### config.mk
export PLATFORM = sky130hd
export DESIGN_NAME = pll_startup_ctrl_flat
export DESIGN_NICKNAME = d
export VERILOG_FILES = /design/src/rtl/pll_startup_ctrl_if.sv /design/src/rtl/pll_startup_ctrl.sv /design/src/flat_wrapper.sv
export SDC_FILE = /design/constraint.sdc
export NUM_CORES = 1
export LEC_CHECK = 0
export ABC_AREA = 1
export CAP_MARGIN = 25
export CORE_MARGIN = 3
export CORE_UTILIZATION = 40
export CTS_CLUSTER_DIAMETER = 50
export DETAILED_ROUTE_END_ITERATION = 7
export SLEW_MARGIN = 20
export SYNTH_ARGS = -nofsm -noshare
export SYNTH_HDL_FRONTEND = slang
export SYNTH_SLANG_ARGS = --single-unit
export TNS_END_PERCENT = 20
### constraint.sdc
create_clock -name refclk -period 3 [get_ports refclk]
set_input_delay 0.6 -clock refclk [delete_from_list [all_inputs] [get_ports refclk]]
set_output_delay 0.6 -clock refclk [all_outputs]
set_load 0.005 [all_outputs]
### src/rtl/pll_startup_ctrl_if.sv
// -----------------------------------------------------------------------------
// pll_startup_ctrl_if
//   Bundles the bring-up sequencer's control and status signals toward the
//   PLL and its frequency counter. refclk and rst stay plain module ports.
//
//   en          enable sequencing (low returns the sequencer to IDLE)
//   meas_done   1-cycle pulse, meas_cnt valid
//   meas_cnt    frequency-counter result
//   pll_rstb    PLL reset, active-low
//   band        VCO coarse band code
//   meas_start  1-cycle pulse requesting one measurement
//   cal_done    band search finished
//   locked      PLL locked
//   err         sticky failure flag
//   state       FSM state encoding (debug)
//
//   master : the sequencer side
//   slave  : the PLL / frequency-counter / system side
// -----------------------------------------------------------------------------
interface pll_startup_ctrl_if #(
  parameter int BAND_W = 4,
  parameter int CNT_W  = 12
);
  logic              en;
  logic              meas_done;
  logic [CNT_W-1:0]  meas_cnt;
  logic              pll_rstb;
  logic [BAND_W-1:0] band;
  logic              meas_start;
  logic              cal_done;
  logic              locked;
  logic              err;
  logic [2:0]        state;

  modport master (
    input  en, meas_done, meas_cnt,
    output pll_rstb, band, meas_start, cal_done, locked, err, state
  );

  modport slave (
    output en, meas_done, meas_cnt,
    input  pll_rstb, band, meas_start, cal_done, locked, err, state
  );
endinterface

### src/rtl/pll_startup_ctrl.sv
// -----------------------------------------------------------------------------
// pll_startup_ctrl
//   Bring-up sequencer for the charge-pump PLL. Holds the PLL in reset,
//   binary-searches the VCO coarse band using an external frequency counter,
//   then monitors lock. Loss of lock triggers a recalibration; repeated lock
//   timeouts end in a sticky error state. All logic runs on posedge refclk.
//
//   refclk  in  reference clock
//   rst     in  synchronous reset, active-high
//   bus     master modport of pll_startup_ctrl_if (handshake + status)
// -----------------------------------------------------------------------------
module pll_startup_ctrl #(
  parameter int BAND_W     = 4,
  parameter int CNT_W      = 12,
  parameter int TARGET     = 1000,
  parameter int TOL        = 4,
  parameter int RST_CYC    = 16,
  parameter int SETTLE_CYC = 64,
  parameter int LOCK_N     = 4,
  parameter int LOSS_N     = 2,
  parameter int LOCK_TO    = 32,
  parameter int MAX_RETRY  = 3
) (
  input logic                 refclk,
  input logic                 rst,
  pll_startup_ctrl_if.master  bus
);

  typedef enum logic [2:0] {
    S_IDLE  = 3'd0,
    S_PRST  = 3'd1,
    S_CSET  = 3'd2,
    S_CMEAS = 3'd3,
    S_LWAIT = 3'd4,
    S_LOCK  = 3'd5,
    S_ERR   = 3'd6
  } state_t;

  localparam int CYC_MAX  = (RST_CYC > SETTLE_CYC) ? RST_CYC : SETTLE_CYC;
  localparam int CYC_W    = $clog2(CYC_MAX + 1);
  localparam int BIT_W    = (BAND_W > 1) ? $clog2(BAND_W) : 1;
  localparam int RETRY_W  = $clog2(MAX_RETRY + 1);
  localparam int STREAK_W = $clog2(LOCK_N + 1);
  localparam int LOSS_W   = $clog2(LOSS_N + 1);
  localparam int MCNT_W   = $clog2(LOCK_TO + 1);

  localparam logic [CYC_W-1:0]    RST_LAST    = CYC_W'(RST_CYC - 1);
  localparam logic [CYC_W-1:0]    SETTLE_LAST = CYC_W'(SETTLE_CYC - 1);
  localparam logic [BAND_W-1:0]   BAND_INIT   = {1'b1, {(BAND_W-1){1'b0}}};
  localparam logic [BIT_W-1:0]    BIT_TOP     = BIT_W'(BAND_W - 1);
  localparam logic [RETRY_W-1:0]  RETRY_LIM   = RETRY_W'(MAX_RETRY);
  localparam logic [STREAK_W-1:0] LOCK_LIM    = STREAK_W'(LOCK_N);
  localparam logic [LOSS_W-1:0]   LOSS_LIM    = LOSS_W'(LOSS_N);
  localparam logic [MCNT_W-1:0]   MCNT_LIM    = MCNT_W'(LOCK_TO);
  localparam logic signed [CNT_W:0] TARGET_S  = (CNT_W+1)'(TARGET);
  localparam logic signed [CNT_W:0] TOL_S     = (CNT_W+1)'(TOL);

  state_t              state_q, state_d;
  logic [CYC_W-1:0]    cyc_q, cyc_d;
  logic [BIT_W-1:0]    bit_q, bit_d;
  logic [BAND_W-1:0]   band_q, band_d;
  logic [RETRY_W-1:0]  retry_q, retry_d;
  logic [STREAK_W-1:0] streak_q, streak_d;
  logic [LOSS_W-1:0]   loss_q, loss_d;
  logic [MCNT_W-1:0]   mcnt_q, mcnt_d;
  logic                cal_done_q, cal_done_d;
  logic                meas_start_q, meas_start_d;
  logic                pll_rstb_q, locked_q, err_q;

  // One extra bit keeps the signed difference exact at both ends of the
  // counter range (0 and all-ones).
  logic signed [CNT_W:0] diff;
  logic                  in_range;
  logic                  at_or_below;
  logic [BIT_W-1:0]      bit_dn;
  logic [RETRY_W-1:0]    retry_inc;
  logic [STREAK_W-1:0]   streak_inc;
  logic [LOSS_W-1:0]     loss_inc;
  logic [MCNT_W-1:0]     mcnt_inc;

  assign diff        = $signed({1'b0, bus.meas_cnt}) - TARGET_S;
  assign in_range    = (diff >= -TOL_S) && (diff <= TOL_S);
  // An exact hit keeps the bit, so the search settles on the code whose
  // frequency matches TARGET rather than the one below it.
  assign at_or_below = diff[CNT_W] || (diff == '0);
  assign bit_dn      = bit_q - BIT_W'(1);
  assign retry_inc   = retry_q + RETRY_W'(1);
  assign streak_inc  = streak_q + STREAK_W'(1);
  assign loss_inc    = loss_q + LOSS_W'(1);
  assign mcnt_inc    = mcnt_q + MCNT_W'(1);

  always_comb begin
    // NOTE: every variable gets a default before the case so no path leaves
    // it unassigned, which would otherwise infer a latch.
    state_d      = state_q;
    cyc_d        = cyc_q;
    bit_d        = bit_q;
    band_d       = band_q;
    retry_d      = retry_q;
    streak_d     = streak_q;
    loss_d       = loss_q;
    mcnt_d       = mcnt_q;
    cal_done_d   = cal_done_q;
    meas_start_d = 1'b0;

    if (!bus.en) begin
      // Dropping enable wins over any concurrent meas_done.
      state_d    = S_IDLE;
      cyc_d      = '0;
      bit_d      = '0;
      band_d     = '0;
      retry_d    = '0;
      streak_d   = '0;
      loss_d     = '0;
      mcnt_d     = '0;
      cal_done_d = 1'b0;
    end else begin
      unique case (state_q)
        S_IDLE: begin
          state_d = S_PRST;
          retry_d = '0;
          cyc_d   = '0;
        end

        S_PRST: begin
          if (cyc_q == RST_LAST) begin
            state_d = S_CSET;
            cyc_d   = '0;
            band_d  = BAND_INIT;
            bit_d   = BIT_TOP;
          end else begin
            cyc_d = cyc_q + CYC_W'(1);
          end
        end

        S_CSET: begin
          if (cyc_q == SETTLE_LAST) begin
            state_d      = S_CMEAS;
            cyc_d        = '0;
            meas_start_d = 1'b1;
          end else begin
            cyc_d = cyc_q + CYC_W'(1);
          end
        end

        S_CMEAS: begin
          if (bus.meas_done) begin
            if (!at_or_below) band_d[bit_q] = 1'b0;
            if (bit_q != '0) begin
              band_d[bit_dn] = 1'b1;
              bit_d          = bit_dn;
              state_d        = S_CSET;
              cyc_d          = '0;
            end else begin
              state_d      = S_LWAIT;
              cal_done_d   = 1'b1;
              meas_start_d = 1'b1;
              streak_d     = '0;
              mcnt_d       = '0;
            end
          end
        end

        S_LWAIT: begin
          if (bus.meas_done) begin
            mcnt_d   = mcnt_inc;
            streak_d = in_range ? streak_inc : '0;
            if (in_range && (streak_inc == LOCK_LIM)) begin
              state_d      = S_LOCK;
              loss_d       = '0;
              meas_start_d = 1'b1;
            end else if (mcnt_inc == MCNT_LIM) begin
              retry_d = retry_inc;
              if (retry_inc == RETRY_LIM) begin
                state_d = S_ERR;
              end else begin
                state_d    = S_PRST;
                cyc_d      = '0;
                cal_done_d = 1'b0;
              end
            end else begin
              meas_start_d = 1'b1;
            end
          end
        end

        S_LOCK: begin
          if (bus.meas_done) begin
            if (in_range) begin
              loss_d       = '0;
              meas_start_d = 1'b1;
            end else if (loss_inc == LOSS_LIM) begin
              // Loss of lock recalibrates without consuming a retry.
              state_d    = S_PRST;
              cyc_d      = '0;
              loss_d     = '0;
              cal_done_d = 1'b0;
            end else begin
              loss_d       = loss_inc;
              meas_start_d = 1'b1;
            end
          end
        end

        S_ERR: begin
          // Held until rst or en falls.
        end

        default: state_d = S_IDLE;
      endcase
    end
  end

  // Outputs are registered from the next state so the PLL sees glitch-free
  // controls; pll_rstb is low only in IDLE and PRST, which also guarantees
  // meas_start never fires while the PLL is held in reset.
  always_ff @(posedge refclk) begin
    // NOTE: sequential state uses non-blocking assignments so every register
    // samples the pre-edge values regardless of statement order.
    if (rst) begin
      state_q      <= S_IDLE;
      cyc_q        <= '0;
      bit_q        <= '0;
      band_q       <= '0;
      retry_q      <= '0;
      streak_q     <= '0;
      loss_q       <= '0;
      mcnt_q       <= '0;
      cal_done_q   <= 1'b0;
      meas_start_q <= 1'b0;
      pll_rstb_q   <= 1'b0;
      locked_q     <= 1'b0;
      err_q        <= 1'b0;
    end else begin
      state_q      <= state_d;
      cyc_q        <= cyc_d;
      bit_q        <= bit_d;
      band_q       <= band_d;
      retry_q      <= retry_d;
      streak_q     <= streak_d;
      loss_q       <= loss_d;
      mcnt_q       <= mcnt_d;
      cal_done_q   <= cal_done_d;
      meas_start_q <= meas_start_d;
      pll_rstb_q   <= (state_d != S_IDLE) && (state_d != S_PRST);
      locked_q     <= (state_d == S_LOCK);
      err_q        <= (state_d == S_ERR);
    end
  end

  assign bus.pll_rstb   = pll_rstb_q;
  assign bus.band       = band_q;
  assign bus.meas_start = meas_start_q;
  assign bus.cal_done   = cal_done_q;
  assign bus.locked     = locked_q;
  assign bus.err        = err_q;
  assign bus.state      = state_q;

endmodule

### src/flat_wrapper.sv
// flat-port wrapper written by rule: the top's interface ports become plain ports
module pll_startup_ctrl_flat 
#(
  parameter int BAND_W     = 4,
  parameter int CNT_W      = 12,
  parameter int TARGET     = 1000,
  parameter int TOL        = 4,
  parameter int RST_CYC    = 16,
  parameter int SETTLE_CYC = 64,
  parameter int LOCK_N     = 4,
  parameter int LOSS_N     = 2,
  parameter int LOCK_TO    = 32,
  parameter int MAX_RETRY  = 3
)
  (refclk, rst, bus_en, bus_meas_done, bus_meas_cnt, bus_pll_rstb, bus_band, bus_meas_start, bus_cal_done, bus_locked, bus_err, bus_state);
  pll_startup_ctrl_if #(.BAND_W(BAND_W), .CNT_W(CNT_W)) bus_i ();
  input logic refclk;
  input logic rst;
  input wire logic [$bits(bus_i.en)-1:0] bus_en;
  input wire logic [$bits(bus_i.meas_done)-1:0] bus_meas_done;
  input wire logic [$bits(bus_i.meas_cnt)-1:0] bus_meas_cnt;
  output wire logic [$bits(bus_i.pll_rstb)-1:0] bus_pll_rstb;
  output wire logic [$bits(bus_i.band)-1:0] bus_band;
  output wire logic [$bits(bus_i.meas_start)-1:0] bus_meas_start;
  output wire logic [$bits(bus_i.cal_done)-1:0] bus_cal_done;
  output wire logic [$bits(bus_i.locked)-1:0] bus_locked;
  output wire logic [$bits(bus_i.err)-1:0] bus_err;
  output wire logic [$bits(bus_i.state)-1:0] bus_state;
  assign bus_i.en = bus_en;
  assign bus_i.meas_done = bus_meas_done;
  assign bus_i.meas_cnt = bus_meas_cnt;
  assign bus_pll_rstb = bus_i.pll_rstb;
  assign bus_band = bus_i.band;
  assign bus_meas_start = bus_i.meas_start;
  assign bus_cal_done = bus_i.cal_done;
  assign bus_locked = bus_i.locked;
  assign bus_err = bus_i.err;
  assign bus_state = bus_i.state;
  pll_startup_ctrl #(.BAND_W(BAND_W), .CNT_W(CNT_W), .TARGET(TARGET), .TOL(TOL), .RST_CYC(RST_CYC), .SETTLE_CYC(SETTLE_CYC), .LOCK_N(LOCK_N), .LOSS_N(LOSS_N), .LOCK_TO(LOCK_TO), .MAX_RETRY(MAX_RETRY)) u_core (.refclk(refclk), .rst(rst), .bus(bus_i));
endmodule
Yosys cells after proc, flatten, opt, wreduce, memory -nomap -nowiden
Index checks and enable logic that the tools add are counted.
{"block": "word_totals", "reg_bits": 34, "latchBits": 0, "mem_bits_rw": 0, "mem_bits_ro": 0, "in_bits": 16, "mem_count": 0}
{"block": "classes", "add_sub_neg": 7, "mul": 0, "div": 0, "magnitude_cmp": 6, "n_eq_ne": 27, "n_shift": 0, "n_mux": 80, "n_bitwise": 4, "reduce_logical": 24}
{"operator": "$mux W7", "n": 11}
{"operator": "$mux W3", "n": 16}
{"operator": "$pmux W7 S6", "n": 1}
{"operator": "$mux W4", "n": 7}
{"operator": "$mux W2", "n": 11}
{"operator": "$pmux W3 S7", "n": 1}
{"operator": "$mux W1", "n": 20}
{"operator": "$reduce_and A10 Y1", "n": 2}
{"operator": "$eq A3 B3 Y1 const B", "n": 6}
{"operator": "$mux W6", "n": 3}
{"operator": "$reduce_and A4 Y1", "n": 4}
{"operator": "$ne A2 B2 Y1 const B", "n": 7}
{"operator": "$ge A13 B3 Y1 const B", "n": 1}
{"operator": "$le A13 B4 Y1 const B", "n": 1}
{"operator": "$logic_not A13 Y1", "n": 1}
{"operator": "$sub A12 B10 Y13 const B", "n": 1}
{"operator": "$pmux W2 S2", "n": 3}
{"operator": "$pmux W6 S2", "n": 1}
{"operator": "$ne A2 B1 Y1 const B", "n": 5}
{"operator": "$reduce_bool A2 Y1", "n": 5}
{"operator": "$pmux W4 S2", "n": 1}
{"operator": "$add A7 B1 Y7 const B", "n": 1}
{"operator": "$eq A7 B4 Y1 const B", "n": 1}
{"operator": "$eq A7 B6 Y1 const B", "n": 1}
{"operator": "other kinds (26)", "n": 37}

Longest topological paths before layout
{"block": "depth", "ltp_word": 14, "depth_mapped": 17, "mapped_depth_nobuf": 17}

Worst setup path after synthesis
OpenSTA, ideal clock, no wires.
{"block": "synth_timing", "path_kind": "input -> register", "startpoint": "input port bus_meas_cnt[4]", "endpoint": "register u_core.retry_q[0]", "setup_time_ps": 115, "arrival_ps": 2044, "required_time_ps": 2885, "setup_slack_ps": 841, "stages": 14, "n_path_buf": 0, "cell_sequence": "inv_1 > ha_1 > xor2_1 > nand3_1 > nor2_1 > nand2_1 > nand2_1 > nand3_4 > nand2_8 > nand2_4 > nand2_2 > nand2_2 > a21oi_1 > nor2_1"}
{"block": "synth_via", "elab_chain_cells": 6, "elab_cells_between_ends": 7, "classes_between": "add/sub (1); order compare (2); eq/ne (1); reduce/logical (3)"}
{"item": "start: declaration", "line_no": "flat_wrapper.sv:21", "rtl": "input wire logic [$bits(bus_i.meas_cnt)-1:0] bus_meas_cnt;"}
{"item": "$sub A12 B10 Y13 *", "line_no": "pll_startup_ctrl.sv:81", "rtl": "assign diff = $signed({1'b0, bus.meas_cnt}) - TARGET_S;"}
{"item": "$ge A13 B3 Y1 / $le A13 B4 Y1 (equally long branches)", "line_no": "pll_startup_ctrl.sv:82", "rtl": "assign in_range = (diff >= -TOL_S) && (diff <= TOL_S);"}
{"item": "$logic_and A1 B1 Y1 *", "line_no": "pll_startup_ctrl.sv:82"}
{"item": "$logic_and A1 B1 Y1 *", "line_no": "pll_startup_ctrl.sv:168", "rtl": "if (in_range && (streak_inc == LOCK_LIM)) begin"}
{"item": "$ne A2 B2 Y1 (no source line) *"}
{"item": "$reduce_and A4 Y1 (no source line) *"}
{"item": "end signal: assignment", "line_no": "pll_startup_ctrl.sv:239", "rtl": "retry_q <= retry_d;"}
{"item": "end: declaration", "line_no": "pll_startup_ctrl.sv:62", "rtl": "logic [RETRY_W-1:0] retry_q, retry_d;"}
Mark *: on every way between the ends. The rest lies on a longest branch, timed or not.
A chain may end at the register's enable or synchronous reset.

Final worst setup path
Same ends and word-level chain as after synthesis.

==> summary.log <==
[status] outcome completed
[sta] final critical delay including setup and external delays 2597 ps
[drt] violation count after the first detailed-route iteration 90
[min_path] type of the most critical hold path flip-flop to flip-flop
[drt] residual antenna-violating net count after detailed routing 0
[sta] Fmax 385.1 MHz
[clock_tree] clock latency reported for the late side of the worst-skew pair 280 ps
[clock_tree] sinks on the clock net 34
[logic_synthesis] number of synthesized register bits 34
[global_route] pin count of the biggest net entering global routing 11
[drt] post-detailed-routing wire length 5521 um
[power_and_ir_drop] sequential share of power 0.513
[clock_tree] number of buffers added to fix hold violations after cts 0
[worst_setup_path] WS Path Type input pin to flip-flop
[drt] average wire length per cell after detail routing 11.82 um
[clock_tree] quantity of gates resized following cts 0
[final_layout] final non-filler cell area 2879 um^2
[clock_tree] worst-case clock buffer depth 2
[global_route] vias in the first global route 2232
[power_and_ir_drop] switch share 0.2596
[power_and_ir_drop] Leak 1.218 nW
[floorplanning] die extent in y 83.44 um
[logic_synthesis] commonest cells in the synthesized netlist nand2_1 (88), inv_1 (39), dfxtp_1 (34), nand3_1 (34), nor2_1 (33)
[global_route] residual overflow from global routing 0
[worst_setup_path] crit start category input pin
[clock_tree] depth of the CTS H-tree 2
[power_and_ir_drop] overall power after layout 0.8924 mW
[floorplanning] count of boundary I/O pins 28
[logic_synthesis] number of enable-type register cells in the synthesized netlist 0
[final_layout] signed area change from the synthesized netlist to the final layout 20.03%
[logic_synthesis] most instantiated library cell after synthesis nand2_1
[clock_tree] clock transition time at the flip-flop clock pins of the worst setup and hold paths 70 ps
[sta] Final Slew Violations 0
[drt] drt first pass iters 4
[logic_synthesis] total number of yosys warnings 0
[sta] total count of hold-check failures in the final report 0
[floorplanning] die area 6961 um^2
[logic_synthesis] syn_nets 387
[final_layout] final non-filler cell total 467
[sta] Period Utilization, post-route 0.8656
[drt] number of vias in the routed layout 2267
[logic_synthesis] Primary FF master, synth dfxtp_1
[power_and_ir_drop] relative contribution of the clock network to total power 0.358
[floorplanning] initial core utilization 0.4251
[logic_synthesis] post-synthesis instance area 2399 um^2
[sta] worst hold slack across all endpoints 462.4 ps
[placement] post-detailed-placement cell area 2799 um^2
[power_and_ir_drop] P per Cell Area 310.0 nW/um^2
[sta] final setup violation count 0
[power_and_ir_drop] internal power of the cells 0.6607 mW
[floorplanning] FP Rows 27
[placement] Placed Cells incl. Taps 460
[sta] worst slew margin relative to its limit 0.6053
[sta] unrepaired setup endpoints after global routing false
[floorplanning] standard cell core area 5642 um^2
[logic_synthesis] post-synthesis cell count 357
[placement] port buffer count 27
[power_and_ir_drop] Comb pwr share 0.129
[logic_synthesis] area fraction of the dominant cell type after synthesis 0.2838
[sta] sum of negative setup slack 0 ps
[sta] worst clock skew 8.109 ps
[global_route] gr usage total 0.1662
[global_route] wire length of the first global-routing pass 9804 um
[clock_tree] number of buffers created by CTS 5
[power_and_ir_drop] switching power 0.2317 mW
[drt] Post-route DRC 0
[logic_synthesis] sequential element share of the synthesized area 0.2838
[placement] Detail Placement HPWL 4248 um
[clock_tree] number of buffers added for setup after CTS 0
[logic_synthesis] cell type contributing the most total cell area after synthesis dfxtp_1
[logic_synthesis] synthesized area per cell 6.719 um^2
[final_layout] antenna cells 0
[global_route] initial antenna violation count 0
[final_layout] Total Nets Final 425
[final_layout] number of filler instances in the final layout 575
[floorplanning] Die Span X 83.44 um
[logic_synthesis] count of cell types in the netlist 36
[placement] Final Wtd Congestion 0.8489
[logic_synthesis] cell types with the largest area share after synthesis dfxtp_1 (28%), nand2_1 (14%), ha_1 (7.3%), nand3_1 (7.1%), inv_1 (6.1%)
[final_layout] share of final-layout standard cells stronger than drive strength 1 0.1570
[worst_setup_path] data arrival time at the worst-slack endpoint 2820 ps
[clock_tree] clock tree from TritonCTS done
[worst_setup_path] WP data required 3220 ps
[worst_setup_path] Worst setup EP type flip-flop
[worst_setup_path] maximum fanout encountered on the critical timing path 7
[flow_run] max-cap check violation count 0
[clock_tree] CTS Root Cell clkbuf_8
[power_and_ir_drop] peak supply drop 0.0002132 V
[drt] vias per cell 4.854
[sta] worst slew pin tran 590.6 ps
[logic_synthesis] share of flip-flops with an asynchronous set or reset after synthesis 0
worst paths after layout:
| path | slack, ps | to | depth (start not counted) | startpoint |
|---|---|---|---|---|
| setup / recovery | 400 | u_core.retry_q[0] | 16 | bus_meas_cnt[4] |
| hold / removal | 460 | u_core.bus.band[2] | 2 | u_core.bus.band[2] |
| setup reg to reg | 960 | u_core.cyc_q[0] | 8 | u_core.bit_q[0] |
| hold reg to reg | 460 | u_core.bus.band[2] | 2 | u_core.bus.band[2] |
registers in the layout, indices dropped and copies added (netlist names), 2 cells and up:
name / count
u_core.loss_q: 2
u_core.bus.band: 4
u_core.bit_q: 2
u_core.streak_q: 3
u_core.bus.state: 3
u_core.retry_q: 2
u_core.cyc_q: 7
u_core.mcnt_q: 6
critical path, cell delays in order:
cell             delay [ps]
clkdlybuf4s50_1         480
inv_1                   100
ha_1                    270
nor2_4                  170
nand3_2                  90
nand2_1                 100
nand3_1                 120
nor2_4                  180
nand3_4                 120
nand2_8                 130
nand2_4                  60
nand2_2                  90
nand2_2                  80
nand3_1                  70
nand2_1                  60
nor2_1                  100
per-stage QoR:
stage	utilization	setup WS, ps
2_1_floorplan	-	841.4
3_3_place_gp	0.4961	167.4
3_5_place_dp	0.4961	105.2
4_1_cts	0.5103	403.1
5_1_grt	0.5103	209.2
6_report	0.5103	403.2
power by group through the flow:
stage	Combinational [mW]	Clock, mW	Sequential (mW)
floorplan	0.0658	0	0.467
global route	0.130	0.349	0.458
detailed placement	0.115	0	0.468
global placement	0.114	0	0.468
CTS	0.116	0.332	0.457
finish	0.115	0.320	0.457
cell families after synthesis:
group / after synthesis / synth area share
xor gates and xnor gates: 6 / 0.02191
buffers and inverters: 54 / 0.08503
DFF: 34 / 0.2838
AOI/OAI and AO/OA: 52 / 0.1351
adders and majority gates: 14 / 0.07303
and+or+nand+nor: 197 / 0.4011
per-layer routing:
layer | share of wire | wire length [um] | global-route usage | up-vias
li1 | - | - | - | 1229
met1 | 0.50 | 2743 | 0.2218 | 1003
met2 | 0.45 | 2507 | 0.2653 | 31
met3 | 0.037 | 205 | 0.03869 | 4
met4 | 0.012 | 65 | 0.05263 | 0
met5 | 0 | 0 | 0 | -
layout by cell type, fill, tap and decap left out, types with 5 or more instances in the layout:
cell type and count:
nand4_1 5, nand3_1 34, a21oi_2 8, nand2_1 88, buf_4 7, nor2_1 33, inv_1 39, dfxtp_1 34
clkbuf_8 5, o21ai_0 8, ha_1 14, clkdlybuf4s50_1 27, xor2_1 6, a21oi_1 22, nand2_2 11, inv_2 10
area by class of cell:
| type | count | area [um^2] | share of cell area |
|---|---|---|---|
| clock buffers | 6 | 72.57 | 0.02521 |
| clock inverters | 1 | 7.507 | 0.002608 |
| inverters | 51 | 191.4 | 0.06649 |
| multi-input cells | 269 | 1514 | 0.5259 |
| flip-flops and latches | 34 | 680.7 | 0.2364 |
| well taps | 72 | 90.09 | 0.03129 |
| repair buffers | 34 | 322.8 | 0.1121 |
Power figures use the tool's default switching activity.
